### src/rtl/bomba_duplex_ctrl.sv
// Duplex tank-fill pump sequencer: lead alternation, min-off / max-run enforcement, fault lockout.
// Optional feature macro: LAG_ASSIST_EN (lag pump assists while the level is still falling).
module bomba_duplex_ctrl #(
    parameter int MIN_OFF = 16,
    parameter int MAX_RUN = 1024,
    parameter int CNT_W   = 11
) (
    input  logic       ck,
    input  logic       rst_i,
    input  logic [2:0] sensores_i,
    input  logic       ack_i,
    output logic [1:0] bomba_o,
    output logic       lead_o,
    output logic [1:0] falla_o,
    output logic       alarma_o
);

    typedef enum logic [1:0] {
        IDLE,
        RUN_LEAD
`ifdef LAG_ASSIST_EN
        , RUN_BOTH
`endif
    } state_t;

    state_t           state, state_nxt;
    logic [2:0]       sens_p0, sens_p1;
    logic [2:0]       s;
    logic [CNT_W-1:0] off_cnt, off_nxt;
    logic [CNT_W-1:0] run_cnt, run_nxt;
    logic             lead_nxt;
    logic             incons, incons_lat, incons_set;
    logic             other_ok;
    logic [1:0]       fault_set;
    logic [1:0]       bomba_nxt;

    assign s        = sens_p1;
    assign incons   = (s[2] & ~s[1]) | (s[1] & ~s[0]);
    assign other_ok = ~falla_o[~lead_o];
    assign alarma_o = (|falla_o) | incons_lat;

    always_comb begin
        state_nxt  = state;
        lead_nxt   = lead_o;
        off_nxt    = off_cnt;
        run_nxt    = run_cnt;
        fault_set  = 2'b00;
        incons_set = 1'b0;
        case (state)
            IDLE: begin
                if (off_cnt != '0)
                    off_nxt = off_cnt - 1'b1;
                if (!s[1] && off_cnt == '0 && !incons && falla_o != 2'b11) begin
                    state_nxt = RUN_LEAD;
                    run_nxt   = '0;
                    // A faulted lead hands over to the healthy pump at start time.
                    if (falla_o[lead_o] && other_ok)
                        lead_nxt = ~lead_o;
                end
            end
            default: begin
                run_nxt = run_cnt + 1'b1;
                if (incons) begin
                    state_nxt  = IDLE;
                    incons_set = 1'b1;
                    off_nxt    = CNT_W'(MIN_OFF);
                end else if (s[2]) begin
                    state_nxt = IDLE;
                    off_nxt   = CNT_W'(MIN_OFF);
                    if (other_ok)
                        lead_nxt = ~lead_o;
                end else if (run_cnt == CNT_W'(MAX_RUN - 1)) begin
                    state_nxt          = IDLE;
                    off_nxt            = CNT_W'(MIN_OFF);
                    fault_set[lead_o]  = 1'b1;
                    if (other_ok)
                        lead_nxt = ~lead_o;
                end
`ifdef LAG_ASSIST_EN
                else if (state == RUN_LEAD && !s[0] && other_ok) begin
                    state_nxt = RUN_BOTH;
                end
`endif
            end
        endcase
    end

    always_comb begin
        bomba_nxt = 2'b00;
        if (state_nxt == RUN_LEAD)
            bomba_nxt = lead_nxt ? 2'b10 : 2'b01;
`ifdef LAG_ASSIST_EN
        else if (state_nxt == RUN_BOTH)
            bomba_nxt = 2'b11;
`endif
    end

    // Synchronizer stage and registered control state; reset drops the pumps immediately.
    always_ff @(posedge ck or posedge rst_i) begin
        if (rst_i) begin
            sens_p0    <= 3'b000;
            sens_p1    <= 3'b000;
            state      <= IDLE;
            off_cnt    <= CNT_W'(MIN_OFF);
            run_cnt    <= '0;
            lead_o     <= 1'b0;
            falla_o    <= 2'b00;
            incons_lat <= 1'b0;
            bomba_o    <= 2'b00;
        end else begin
            sens_p0    <= sensores_i;
            sens_p1    <= sens_p0;
            state      <= state_nxt;
            off_cnt    <= off_nxt;
            run_cnt    <= run_nxt;
            lead_o     <= lead_nxt;
            // A new fault outranks a simultaneous acknowledge.
            falla_o    <= (falla_o & ~{2{ack_i}}) | fault_set;
            if (incons_set)
                incons_lat <= 1'b1;
            else if (ack_i && !incons)
                incons_lat <= 1'b0;
            bomba_o    <= bomba_nxt;
        end
    end

endmodule

### config.mk
export PLATFORM = sky130hd
export DESIGN_NAME = bomba_duplex_ctrl
export DESIGN_NICKNAME = d
export VERILOG_FILES = /design/src/rtl/bomba_duplex_ctrl.sv
export SDC_FILE = /design/constraint.sdc
export NUM_CORES = 1
export LEC_CHECK = 0
export CAP_MARGIN = 20
export CORE_MARGIN = 5
export CORE_UTILIZATION = 25
export CTS_BUF_LIST = sky130_fd_sc_hd__clkbuf_4 sky130_fd_sc_hd__clkbuf_8 sky130_fd_sc_hd__clkbuf_16
export CTS_CLUSTER_DIAMETER = 120
export DETAILED_ROUTE_END_ITERATION = 8
export PLACE_DENSITY = 0.5
export SKIP_LAST_GASP = 1
export SYNTH_ARGS = -nofsm -noshare
export SYNTH_HDL_FRONTEND = slang
export SYNTH_SLANG_ARGS = --single-unit
export TNS_END_PERCENT = 20
### constraint.sdc
create_clock -name ck -period 2 [get_ports ck]
set_input_delay 0.6 -clock ck [delete_from_list [all_inputs] [get_ports ck]]
set_output_delay 0.6 -clock ck [all_outputs]
set_load 0.05 [all_outputs]
Yosys cells after proc, flatten, opt, wreduce, memory -nomap -nowiden
Index checks and enable logic that the tools add are counted.
{"block": "word_totals", "elab_cells": 80, "in_bits": 6, "ff_bits": 36}
{"block": "classes", "magnitude_cmp": 3, "addsub": 2, "n_reduce_logical": 15, "mux": 35, "eq_ne": 5, "bitwise_logic": 11}
{"op": "11-bit 2-to-1 mux", "n": 7}
{"op": "2-bit 2-to-1 mux", "n": 11}
{"op": "1-bit 2-to-1 mux", "n": 16}
{"op": "11-bit by 1-bit adder with 11-bit output, second input constant", "n": 1}
{"op": "11-bit by 10-bit equality test with 1-bit output, second input constant", "n": 1}
{"op": "11-bit zero test", "n": 1}
{"op": "11-bit nonzero test", "n": 1}
{"op": "11-bit by 1-bit subtractor with 11-bit output, second input constant", "n": 1}
{"op": "1-bit logical AND", "n": 6}
{"op": "2-bit != test, second input constant", "n": 3}
{"op": "1-bit by 2-bit less-than comparator with 1-bit output, second input constant", "n": 2}
{"op": "1-bit inverter", "n": 4}
{"op": "4-bit nonzero test", "n": 1}
{"op": "1-bit bitwise AND", "n": 2}
{"op": "2-bit bitwise AND", "n": 1}
{"op": "2-bit by 1-bit equality test with 1-bit output, second input constant", "n": 1}
{"op": "1-bit zero test", "n": 2}
{"op": "2-bit zero test", "n": 1}
{"op": "2-bit inverter", "n": 1}
{"op": "1-bit bitwise OR", "n": 2}
{"op": "2-bit bitwise OR", "n": 1}
{"op": "2-bit AND reduction", "n": 1}
{"op": "2-bit nonzero test", "n": 1}
{"op": "2-bit OR reduction", "n": 1}
{"op": "2 further kinds", "n": 2}

Longest topological paths before layout
Gate-level depths: netlist (run 1).
{"block": "logic_depth", "ltp_word": 10, "ltp_mapped": 7}

Worst setup path after synthesis (run 1)
OpenSTA, ideal clock, no wires.
{"block": "synth_timing", "path_type": "register to register", "start": "reg off_cnt[0]", "end": "reg bomba_o[1]", "period_less_slack_ps": 1937, "slack_ps": 63, "t_required_ps": 1866, "stages_incl_launch_ff": 7, "arrival_time_ps": 1803, "cell_sequence": "dfrtp_1 -> inv_1 -> ha_1 -> or4b_1 -> or3_1 -> a21oi_2 -> o32ai_1"}
{"block": "synth_between", "elab_chain_len": 8, "elab_cells_between_ends": 11, "classes_between": "1 x eq/ne; 6 x mux; 4 x reduce/logical"}
{"item": "start, declared", "line": "29", "rtl": "logic [CNT_W-1:0] off_cnt, off_nxt;"}
{"item": "start signal, assigned", "line": "104", "rtl": "off_cnt <= CNT_W'(MIN_OFF);"}
{"item": "start signal, assigned", "line": "114", "rtl": "off_cnt <= off_nxt;"}
{"item": "11-bit zero test (*)", "line": "53", "rtl": "if (!s[1] && off_cnt == '0 && !incons && falla_o != 2'b11) begin"}
{"item": "1-bit logical AND (*) (3 in series)", "line": "53"}
{"item": "2-bit 2-to-1 mux / 1-bit 2-to-1 mux (equally long branches)", "line": "53"}
{"item": "2-bit 2-to-1 mux / 1-bit 2-to-1 mux (equally long branches)", "line": "49", "rtl": "case (state)"}
{"item": "2-bit by 1-bit equality test with 1-bit output / 2-bit 2-to-1 mux (equally long branches)", "line": "90, 91"}
{"item": "2-bit 2-to-1 mux (*)", "line": "90", "rtl": "if (state_nxt == RUN_LEAD)"}
{"item": "named net bomba_nxt[1]", "line": "35", "rtl": "logic [1:0] bomba_nxt;"}
{"item": "end signal, assigned", "line": "123", "rtl": "bomba_o <= bomba_nxt;"}
{"item": "end, declared", "line": "12", "rtl": "output logic [1:0] bomba_o,"}
Mark *: on every way through the listed nets, which the timed path passes. The rest lies on a longest branch.
A chain may end at the register's enable or synchronous reset.

Worst setup path in the final report (run 1)
Ends and elaborated chain as after synthesis.

==> results of run 1 <==
[routing by layer]
| metal | part of all wire | vias to the layer above | global-route usage |
|---|---|---|---|
| met2 | 0.44 | 13 | 0.140 |
| met5 | 0 | - | 0 |
| met1 | 0.51 | 678 | 0.130 |
| met3 | 0.033 | 5 | 0.0272 |
| met4 | 0.011 | 0 | 0.0325 |
| li1 | - | 712 | - |
[cell type report]
cell class                      instances  area, um^2  share of cell area
Sequential cell                        36         902               0.394
Multi-Input combinational cell        126         826               0.361
Timing Repair Buffer                   32         282               0.123
Tap cell                               96         120              0.0525
Clock buffer                            7        96.3              0.0421
Inverter                                9        33.8              0.0148
Clock inverter                          1        30.0              0.0131
[kinds of logic after synthesis]
family | Yosys count | share of synthesized area
and+or+nand+nor | 68 | 0.213
AOI/OAI and AO/OA | 49 | 0.189
DFF | 36 | 0.514
buffers and inverters | 13 | 0.0320
xor gates and xnor gates | 4 | 0.0199
adders and majority gates | 3 | 0.0214
muxes | 2 | 0.0114
[through the flow]
step | instances | total power [mW] | hold slack [ns] | setup TNS [ns] | util
final | 307 | 2.46 | 0.353 | 0 | 0.335
after global routing | 307 | 2.62 | 0.369 | -0.0701 | 0.335
after CTS | 307 | 2.49 | 0.358 | 0 | 0.331
after detailed placement | 299 | 1.76 | 0.340 | -0.106 | 0.312
after global placement | 299 | 1.76 | 0.331 | 0 | 0.312
after floorplan | 175 | 1.42 | 0.331 | 0 | -
[state kept, by name, summed over array words and instances, names as in the netlist, 2 cells and up]
name	cells
off_cnt	11
run_cnt	11
s	3
sens_p0	3
bomba_o	2
falla_o	2
state	2
[cells in the mapped netlist (all sizes together)]
master   count  share of area
a211oi       1         0.0043
a21o         1         0.0043
a21oi        9          0.030
a22o         3          0.015
a311oi       1         0.0050
a31oi        5          0.018
and3         2         0.0071
buf          1         0.0064
clkbuf       3         0.0064
dfrtp       35           0.50
dfstp        1          0.015
ha           3          0.021
inv          9          0.019
mux2i        2          0.011
nand2       10          0.021
nand2b       4          0.014
nand3       10          0.031
nand4        2         0.0071
nor2        17          0.036
nor2b        3          0.011
nor3         8          0.023
nor3b        1         0.0043
nor4         2          0.019
nor4b        1         0.0050
o2111ai      2          0.010
o211ai       3          0.021
o21ai       17          0.051
o22ai        2         0.0071
o31ai        2         0.0085
o32ai        1         0.0050
o41ai        2          0.010
or2          1         0.0036
or3          4          0.014
or4          1         0.0043
or4b         2          0.011
xnor2        2          0.010
xor2         2          0.010
[power breakdown]
| part | leakage [nW] | switching, mW | internal (mW) |
|---|---|---|---|
| registers | 0.464 | 0.125 | 0.877 |
| clock network | 0.0645 | 0.261 | 0.440 |
| logic | 0.466 | 0.382 | 0.379 |
| total | 0.994 | 0.768 | 1.70 |
[path summary, 6_finish.rpt]
path	slack, ns	cells after the start	start	to
setup / recovery	0.04	6	off_cnt[0]	bomba_o[1]
hold / removal	0.35	0	sens_p0[1]	s[1]
setup reg to reg	0.04	6	off_cnt[0]	bomba_o[1]
hold reg to reg	0.35	0	sens_p0[1]	s[1]
max in group asynchronous	1.09	3	rst_i	off_cnt[4]
min in group asynchronous	0.66	3	rst_i	run_cnt[0]
[worst max-delay path, cell delays in order (launching register included)]
cell,delay [ns]
dfrtp_1,0.38
inv_1,0.08
ha_1,0.15
or4b_4,0.52
or3_1,0.38
a21oi_2,0.21
o32ai_2,0.12
[repair_timing]
action | in CTS | in global routing
pin swaps | 0 | 2
gates resized for setup | 1 | 4
endpoints found under the hold margin | 0 | 0
setup endpoints to repair | 7 | 15
==> flow_summary.yaml, run 1 <==
global_route:
  grt_start_max_net_pins: 37
  grt_pass1_vias: 1356
  grt_overflow_total: 0
  grt_antenna_before_repair: 0
  grtUsageTotal: 0.0939
  grt_pass1_wl_um: 6530
pwr:
  power_leakage_nw: 0.994
  power_density_mw_per_mm2: 1080
  ir_worst_vdd_mv: 0.339
critical_path:
  end_kind: "flip-flop"
  cp-start-kind: "flip-flop"
  cp_data_arrival_time_ns: 2.12
  setup.worst_path.class: "flip-flop to flip-flop"
  worstPathRequired_ns: 2.16
  crit_path_max_fanout: 5
cells_and_area:
  final_common_cell: "dfrtp_1"
  fin_area_mm2: 0.00229
  drive_above_1_share: 0.232
  diodes: 0
  synthToLayoutAreaGrowth_pct: 30.3
  layout_common_cells: "dfrtp_1, buf_4, nor2_1, nand2_1"
  nNetsFinal: 219
  fill_cells: 724
detailed_routing:
  routedWlPerCell_um: 12.8
  first_iter_violations: 46
  drt-vias-per-instance: 4.59
  drc: 0
  routed_wl_um: 3920
  num_vias: 1408
  first_pass_iters: 4
  ant_nets: 0
cts:
  clock_latency_ns: 0.29
  clockBufferDepth: 2
  cts_tree: "built"
  clockRootBuffer: "clkbuf_8"
  cts.sinks: 36
  clk_pin_slew_ns: 0.07
  cts_setup_buffers: 0
  cts_buffers: 5
  hold_buffers: 0
  h-tree-depth: 2
timing:
  setup_violations: 0
  clock_skew_ns: 0.00613
  fmax_mhz: 509
  fin_crit_ns: 1.96
  maxSlewHeadroom: 0.729
  fin_crit_sh: 0.981
  slew_violations: 0
  setup_ws_ns: 0.0370
  worstMarginPinSlew_ns: 0.404
  rsz0062_at_grt: "yes"
  finalHoldViolations: 0
place:
  placed_area_mm2: 0.00213
  place_hpwl_um: 2770
  routabilityCongestion: 0.759
  portBuffers: 11
  place_ws_ns: -0.0407
status:
  status: "finished, final reports clean"
die:
  die-area_mm2: 0.00880
  start_util: 0.257
  die_x_um: 93.8
  core-area_mm2: 0.00683
  rows: 30
  ios: 12
  die_h_um: 93.8
yosys:
  ys_warn_count: 0
  syn_area_per_cell_um2: 10.0
  netlist_instances: 175
  seq_area_frac_synth: 0.514
  ys_ff_latch: 36
  ys_types: 43
  syn-cell-area_mm2: 0.00176
  syn_nets: 184
min_path:
  hp-class: "flip-flop to flip-flop"
run:
  cap_violations: 0
Power figures use the tool's default switching activity.
==> run 2, diff against run 1 <==
- CAP_MARGIN: 20 -> unset
- CORE_MARGIN: 5 -> unset
- MAX_ROUTING_LAYER: unset -> met4
==> run 2 against run 1 <==
- worst hold slack lost 0.0051 ns
- clock skew grew 0.0023 ns
- register-to-register slack gained 0.02 ns
- design area shrank 2.5%
- critical path depth shrank 1
- core utilization shrank 0.66 points
- sequential power is essentially flat
==> flow_summary.yaml, run 2 (synthesized netlist as in run 1, its figures left out) <==
cells_and_area:
  final_common_cell: "dfrtp_1"
  synthToLayoutAreaGrowth_pct: 27.1
  nNetsFinal: 217
  diodes: 0
  top_regs: "off_cnt (11), run_cnt (11)"
  layout_common_cells: "dfrtp_1, buf_4, nor2_1, nand2_1"
  drive_above_1_share: 0.230
  fin_area_mm2: 0.00223
  fin_util: 0.329
timing:
  clock_skew_ns: 0.00844
  fmax_mhz: 515
  setup_violations: 0
  finalHoldViolations: 0
  rsz0062_at_grt: "yes"
  maxSlewHeadroom: 0.732
  fin_crit_sh: 0.970
  hold-worst-slack_ns: 0.348
  fin_tns_setup_ns: 0
  fin_crit_ns: 1.94
  worstMarginPinSlew_ns: 0.399
  slew_violations: 0
detailed_routing:
  routedWlPerCell_um: 12.4
  first_pass_iters: 4
  routed_wl_um: 3790
  num_vias: 1428
  drt-vias-per-instance: 4.68
  first_iter_violations: 78
  ant_nets: 0
  drc: 0
global_route:
  grt_start_max_net_pins: 37
  grt_antenna_before_repair: 0
  grt_overflow_total: 0
  grt_pass1_vias: 1373
  grt_pass1_wl_um: 6720
  grtUsageTotal: 0.120
cts:
  clock_latency_ns: 0.28
  cts_buffers: 5
  clk_pin_slew_ns: 0.07
  h-tree-depth: 2
  clockRootBuffer: "clkbuf_8"
  clockBufferDepth: 2
  cts_tree: "built"
  cts.sinks: 36
  hold_buffers: 0
  cts_setup_buffers: 0
critical_path:
  cp_data_arrival_time_ns: 2.13
  setup.worst_path.class: "flip-flop to flip-flop"
  worstPathRequired_ns: 2.19
  cp_slowest_stage_delay_ns: 0.69
  end_kind: "flip-flop"
  r2r_start: "run_cnt[1]"
  crit_path_cell_trace: "ha_1 > nand3_1 > nor4_4 > or4b_2 > o32ai_1"
  crit_path_max_fanout: 5
  cp-start-kind: "flip-flop"
  slowest_stage: "or4b_2"
  cp-startpoint: "run_cnt[1]"
place:
  portBuffers: 11
  placed_area_mm2: 0.00212
  routabilityCongestion: 0.748
  place_hpwl_um: 2710
min_path:
  min_from: "sens_p0[0]"
  hp-class: "flip-flop to flip-flop"
die:
  core-area_mm2: 0.00679
  start_util: 0.259
  die_x_um: 85.8
  rows: 30
  die-area_mm2: 0.00737
  ios: 12
  die_h_um: 85.8
status:
  status: "finished, final reports clean"
run:
  cap_violations: 0
pwr:
  power.total_mw: 2.27
  ir_worst_vdd_mv: 0.516
  power_leakage_nw: 0.971
  power_density_mw_per_mm2: 1020
[run 2: layout make-up]
cell class,count,area (um^2)
multi-input combinational,126,821
inverter,9,33.8
timing repair buffer,30,267
sequential,36,902
clock buffer,7,83.8
fill,698,4560
clock inverter,1,5.00
tap,96,120
[run 2: worst max-delay path, delay by kind of cell (launching register included)]
kind / cells / cell delay (ns)
AND/OR/NAND/NOR: 3 / 0.94
flip-flops: 1 / 0.40
adder cells (fa/ha/maj): 1 / 0.22
AO/OA/AOI/OAI: 1 / 0.29
[run 2: worst paths after layout]
check,to,slack (ns),cells past startpoint
min,s[0],0.35,0
max reg2reg,bomba_o[1],0.06,5
min in group asynchronous,run_cnt[1],0.66,3
min reg2reg,s[0],0.35,0
max in group asynchronous,off_cnt[4],1.09,3
max,bomba_o[1],0.06,5
[run 2: where the power goes]
group / total, mW / internal [mW] / leakage [nW] / switching [mW]
logic: 0.732 / 0.361 / 0.458 / 0.371
registers: 1.01 / 0.878 / 0.464 / 0.134
clock network: 0.523 / 0.272 / 0.0491 / 0.251
[run 2: layer usage]
metal / track usage / vias up / routed length [um]
met5: - / - / 0
met4: 0.0364 / 0 / 27
met3: 0.0298 / 2 / 148
met2: 0.172 / 25 / 1690
met1: 0.167 / 692 / 1920
li1: - / 709 / -
[run 2: stage by stage]
stage | cells | setup WS (ns)
6_report | 305 | 0.0599
3_5_place_dp | 297 | -0.0277
4_1_cts | 305 | -0.0136
5_1_grt | 305 | -0.0450
3_3_place_gp | 297 | 0.0143
2_1_floorplan | 175 | 0.0627
[run 2: what timing repair did]
| item | CTS | global route |
|---|---|---|
| gates resized for setup | 1 | 4 |
| pin swaps | 0 | 1 |
| gates cloned | 0 | 0 |
| setup endpoints to repair | 5 | 25 |
